==> config.mk <==
export PLATFORM = sky130hd
export DESIGN_NAME = disp_scan_ctrl
export DESIGN_NICKNAME = d
export VERILOG_FILES = /design/src/rtl/disp_scan_ctrl.sv
export SDC_FILE = /design/constraint.sdc
export NUM_CORES = 1
export LEC_CHECK = 0
export CAP_MARGIN = 10
export CORE_AREA = 2 2 99 101
export CTS_CLUSTER_SIZE = 25
export DETAILED_ROUTE_END_ITERATION = 6
export DIE_AREA = 0 0 101 103
export SYNTH_ARGS = -nofsm -noshare
export SYNTH_HDL_FRONTEND = slang
export SYNTH_SLANG_ARGS = --single-unit
==> constraint.sdc <==
create_clock -name clk -period 2.9 [get_ports clk]
set_input_delay 0.58 -clock clk [delete_from_list [all_inputs] [get_ports clk]]
set_output_delay 0.58 -clock clk [all_outputs]
set_load 0.01 [all_outputs]
==> src/rtl/disp_scan_ctrl.sv <==
// Display sequencing controller: captures a 9-bit adder result, converts it to BCD
// with a serial double-dabble FSM, and time-multiplexes four digits onto bcd/an.
module disp_scan_ctrl #(
    parameter int unsigned SCAN_DIV = 50000
) (
    input  logic       clk,
    input  logic       rst_n,
    input  logic [8:0] res_in,
    input  logic       res_signed,
    input  logic       load,
    output logic       busy,
    output logic [3:0] bcd,
    output logic [3:0] an
);

    localparam int unsigned CW = (SCAN_DIV > 1) ? $clog2(SCAN_DIV) : 1;
    localparam logic [CW-1:0] SCAN_LAST = CW'(SCAN_DIV - 1);

    localparam logic [1:0] S_IDLE   = 2'd0;
    localparam logic [1:0] S_SHIFT  = 2'd1;
    localparam logic [1:0] S_COMMIT = 2'd2;

    localparam logic [3:0] DIG_MINUS = 4'd10;
    localparam logic [3:0] DIG_BLANK = 4'd11;
    localparam logic [3:0] LAST_ITER = 4'd8;

    logic [1:0]    state;
    logic [3:0]    cnt;
    logic [8:0]    mag;
    logic [11:0]   acc;
    logic          neg_r;

    logic          pend_valid;
    logic [8:0]    pend_res;
    logic          pend_signed;

    logic [3:0]    dig [4];

    logic [CW-1:0] scan_cnt;
    logic [1:0]    idx;

    logic          start;
    logic          use_pend;
    logic [8:0]    src_res;
    logic          src_signed;
    logic          cap_neg;
    logic [8:0]    cap_mag;
    logic [11:0]   acc_adj;
    logic [11:0]   acc_next;
    logic [8:0]    mag_next;

    assign busy = (state != S_IDLE);

    // A direct load in IDLE is newer than any pending value, so it wins over it.
    always_comb begin
        start      = 1'b0;
        use_pend   = 1'b1;
        case (state)
            S_IDLE: begin
                start    = load | pend_valid;
                use_pend = ~load;
            end
            S_COMMIT: start = pend_valid;
            default:  start = 1'b0;
        endcase
        src_res    = use_pend ? pend_res    : res_in;
        src_signed = use_pend ? pend_signed : res_signed;
        cap_neg    = src_signed & src_res[8];
        cap_mag    = cap_neg ? (~src_res + 9'd1) : src_res;
    end

    always_comb begin
        acc_adj = acc;
        for (int unsigned i = 0; i < 3; i++) begin
            if (acc[4*i +: 4] >= 4'd5)
                acc_adj[4*i +: 4] = acc[4*i +: 4] + 4'd3;
        end
        acc_next = {acc_adj[10:0], mag[8]};
        mag_next = {mag[7:0], 1'b0};
    end

    always_ff @(posedge clk or negedge rst_n) begin
        if (!rst_n) begin
            pend_valid  <= 1'b0;
            pend_res    <= '0;
            pend_signed <= 1'b0;
        end else if (busy && load) begin
            pend_valid  <= 1'b1;
            pend_res    <= res_in;
            pend_signed <= res_signed;
        end else if (start) begin
            pend_valid  <= 1'b0;
        end
    end

    always_ff @(posedge clk or negedge rst_n) begin
        if (!rst_n) begin
            state  <= S_IDLE;
            cnt    <= '0;
            mag    <= '0;
            acc    <= '0;
            neg_r  <= 1'b0;
            dig[0] <= 4'd0;
            dig[1] <= DIG_BLANK;
            dig[2] <= DIG_BLANK;
            dig[3] <= DIG_BLANK;
        end else begin
            case (state)
                S_IDLE: begin
                    if (start) begin
                        mag   <= cap_mag;
                        acc   <= '0;
                        cnt   <= '0;
                        neg_r <= cap_neg;
                        state <= S_SHIFT;
                    end
                end
                S_SHIFT: begin
                    acc <= acc_next;
                    mag <= mag_next;
                    cnt <= cnt + 4'd1;
                    if (cnt == LAST_ITER)
                        state <= S_COMMIT;
                end
                S_COMMIT: begin
                    // All four digits are written on this one edge so the scan never sees a partial result.
                    dig[0] <= acc[3:0];
                    dig[1] <= (acc[11:8] == 4'd0 && acc[7:4] == 4'd0) ? DIG_BLANK : acc[7:4];
                    dig[2] <= (acc[11:8] == 4'd0) ? DIG_BLANK : acc[11:8];
                    dig[3] <= neg_r ? DIG_MINUS : DIG_BLANK;
                    if (start) begin
                        mag   <= cap_mag;
                        acc   <= '0;
                        cnt   <= '0;
                        neg_r <= cap_neg;
                        state <= S_SHIFT;
                    end else begin
                        state <= S_IDLE;
                    end
                end
                default: state <= S_IDLE;
            endcase
        end
    end

    always_ff @(posedge clk or negedge rst_n) begin
        if (!rst_n) begin
            scan_cnt <= '0;
            idx      <= '0;
        end else if (scan_cnt == SCAN_LAST) begin
            scan_cnt <= '0;
            idx      <= idx + 2'd1;
        end else begin
            scan_cnt <= scan_cnt + 1'b1;
        end
    end

    assign an  = ~(4'b0001 << idx);
    assign bcd = dig[idx];

endmodule

==> results list <==
* Number of instances in the synthesized netlist: 354
- The congestion estimate from routability-driven global placement came to 0.838.
* Synth top area cells: sky130_fd_sc_hd__dfrtp_1, sky130_fd_sc_hd__ha_1, sky130_fd_sc_hd__dfstp_2, sky130_fd_sc_hd__nand2_1, sky130_fd_sc_hd__mux2_2
- Average footprint of a synthesized cell: 10.3 sq um
- Crit path time final: ~2.4 ns
- Based on the critical path, the design can be clocked at up to 418 MHz.
* Final setup vio count: 0
* Max Cap Viol: 0
- By count the netlist is led by sky130_fd_sc_hd__dfrtp_1, sky130_fd_sc_hd__nand2_1, sky130_fd_sc_hd__o21ai_0, sky130_fd_sc_hd__nor2_1.
- In the final timing run, aggregate negative setup slack is 0 ns.
* End-of-flow core utilization: roughly 44%
- Combined area of the multi-input logic cells: 1760 sq um
* Library cell appearing most often on the critical path: sky130_fd_sc_hd__inv_1
- For this run, the number of Yosys warnings is 0.
- Area share of the largest cell type after synthesis: 43.3%
- Number of synthesized flops with an enable pin: 0
- The share of the Yosys chip area taken by registers is between 40% and 50%.
* Grt ovf: 0
- At the worst endpoint, the arrival time is ~1.8 ns.
* Maximum clock path buffer count: 2
* Share of post-route cells with drive strength above 1: 12.7%
- The most used flip-flop cell after synthesis is sky130_fd_sc_hd__dfrtp_1.
* Number of hold-repair buffers added at the cts stage: 0
- The final hold violation count was 0.
- In this run the count of I/O pins placed on the die edge is 22.
- Ys async rst share: 100%
- Number of cells upsized or downsized after cts: 0
- STA classifies the critical path endpoint as an output pin.
- In this run the post-CTS setup repair buffer count came out at 0.
- Flops & latches, synth: 70
* Antenna diodes: 0
* Inst Count DP: ~480
* Final Total Pwr: 3.48 mW
- Remaining antenna violation count: 0
- Clock-pin slew was measured on the worst setup and hold paths at about 0.080 ns.
- The slowest stage of the critical path belongs to the cell sky130_fd_sc_hd__dfrtp_1.
* Clock tree from TritonCTS: done
- Portion of the clock cycle consumed by the worst path in the final layout: 82.6%
- Number of nets in the layout: 409
* Startpoint types: register
* Critical path cell sequence: inv_1 > ha_1 > inv_1 > clkdlybuf4s50_1
* Die Width: 101 um
* Combined flip-flop and latch cell area: about 1800 sq um
- Worst slew pin tran: between 0.6 and 0.7 ns
- Maximum fanout along the worst path: 10
- Worst vdd rail ir drop: 0.000353 V
- The initial antenna violation count came to 0.
- Clock Root Buffer: sky130_fd_sc_hd__clkbuf_8
- Synthesis produced a netlist with a net count of 382.
- Count leader, synth: sky130_fd_sc_hd__dfrtp_1
* Max Clock Skew: 0.0111 ns
- Number of global-route vias before repair: 2607
- Slew headroom: a little under three fifths
- After detailed routing, the average wire length per cell comes to 13.8 um.
* Post-detailed-route DRC marker count: 0
* Violation count after the first detailed-route iteration: 93
* Worst Hold Class: input port to asynchronous set/reset pin
- In this design, the stage delay of the slowest critical-path cell is around 0.58 ns.
* Number of sinks handled by clock tree synthesis: 70
- The floorplan step defined a core boundary enclosing 9460 sq um.
- In this run the cell area of the synthesized design comes to 3640 sq um.
* Number of levels in the clock H-tree: 3
- Worst Setup Path Type: register to output pin
* 1st-pass router iterations: 4
- Across every metal layer, demand over resource in global routing totals between 10 and 15%.
* Post-synthesis cell type with the largest combined area: sky130_fd_sc_hd__dfrtp_1
* Final HPWL from detailed placement: between 4000 and 5000 um
- For this design the static power due to leakage is roughly 1.8 nW.
* Maximum number of pins on one net before global-route repair: 43
* Worst endpoint required time: 2.32 ns
* Vias/cell: ~5.3
- The initial utilization of the core area, before any placement, comes to 38.5%.
- IO buf count: 21
- Number of fill cells in the layout: 959
- Finished Layout Cells: 500
- The flow ran to the end, and the final reports show no timing, DRC or antenna violations.
- Clock latency on the worst-skew pair, taken at its later pin, is 0.34 ns.
- Row generation in the floorplan step produced 36 rows.
- Area added between synthesis and finish: 14.3%
- Post-detailed-routing wire length: between 6000 and 7000 um
* Area of the die: between 10000 and 15000 sq um
- Number of buffers created by CTS: 9
* Max Slew Vio Count: 0
* Vias after detailed routing: 2637
* Total power divided by cell area: 837 nW/um^2
- Setup repair after global routing missed its margin: no
- Height of the die: just over 100 um
- The first global-routing pass estimated 12300 um of wire.
* Distinct cell type count of the synthesized netlist: 46
## final timing paths
kind	start	endpoint	slack [ns]	cells after the start
setup reg to reg	state[1]	mag[3]	0.84	5
max in group asynchronous	rst_n	dig[7]	1.92	2
hold / removal	rst_n	scan_cnt[6]	0.27	1
hold reg to reg	neg_r	dig[0]	0.46	1
min in group clk	neg_r	dig[0]	0.46	1
setup / recovery	idx[1]	an[0]	0.51	4
## metal layers
metal | wire, um | GRT usage [%]
met5 | 0 | 0
met4 | 136 | 6.55
met3 | 164 | 2.24
met2 | 3120 | 23.7
met1 | 3460 | 20.3
## layout by cell type (no fill, tap or decap), types with 13 or more instances in the layout
cell type / count
sky130_fd_sc_hd__mux2i_1: 13
sky130_fd_sc_hd__o21ai_0: 23
sky130_fd_sc_hd__dfrtp_1: 63
sky130_fd_sc_hd__inv_1: 15
sky130_fd_sc_hd__ha_1: 15
sky130_fd_sc_hd__nor2_1: 18
sky130_fd_sc_hd__nand3_1: 13
sky130_fd_sc_hd__xor2_1: 13
sky130_fd_sc_hd__clkdlybuf4s50_1: 20
sky130_fd_sc_hd__nand2_1: 46
## where the power goes
group / internal [mW] / leakage [nW] / switching (mW) / total (mW)
clock network: 0.358 / 0.0877 / 0.341 / 0.699
registers: 1.30 / 0.871 / 0.248 / 1.55
logic: 0.589 / 0.829 / 0.651 / 1.24
total: 2.24 / 1.79 / 1.24 / 3.48
## through the flow
step	cell area, sq um	setup WS, ns	hold slack (ns)
finish	4160	0.505	0.267
global route	4160	0.350	0.311
CTS	4160	0.460	0.282
detailed placement	3990	0.259	0.455
global placement	3990	0.317	0.444
floorplan	3640	0.821	0.284
## logic make-up after synthesis
logic type,Yosys count,share of synthesized area [%]
and+or+nand+nor,119,16.1
AOI/OAI and AO/OA,71,12.5
DFF,70,48.3
buffers and inverters,27,3.61
muxes,27,8.31
xor gates and xnor gates,25,6.01
adders and majority gates,15,5.15
## final cells by class
type / count / area share (%)
Tap cell: 114 / 3.43
Clock inverter: 1 / 0.120
Multi-Input combinational cell: 257 / 42.3
Sequential cell: 70 / 42.3
Clock buffer: 15 / 4.00
Inverter: 15 / 1.35
Timing Repair Buffer: 28 / 6.49
## worst max-delay path: cells and delay by family, from the launching register on
kind                     cells  cell delay (ns)
flip-flops                   1             0.58
adder cells (fa/ha/maj)      1             0.20
buffers and inverters        3             0.69
## registers in the layout (all words and copies together), names as in the netlist
signal,count
acc,12
cnt,4
dig,13
idx,2
mag,9
neg_r,1
pend_res,9
pend_signed,1
pend_valid,1
scan_cnt,16
state,2
Note: power is estimated with default switching activity, not from simulation.
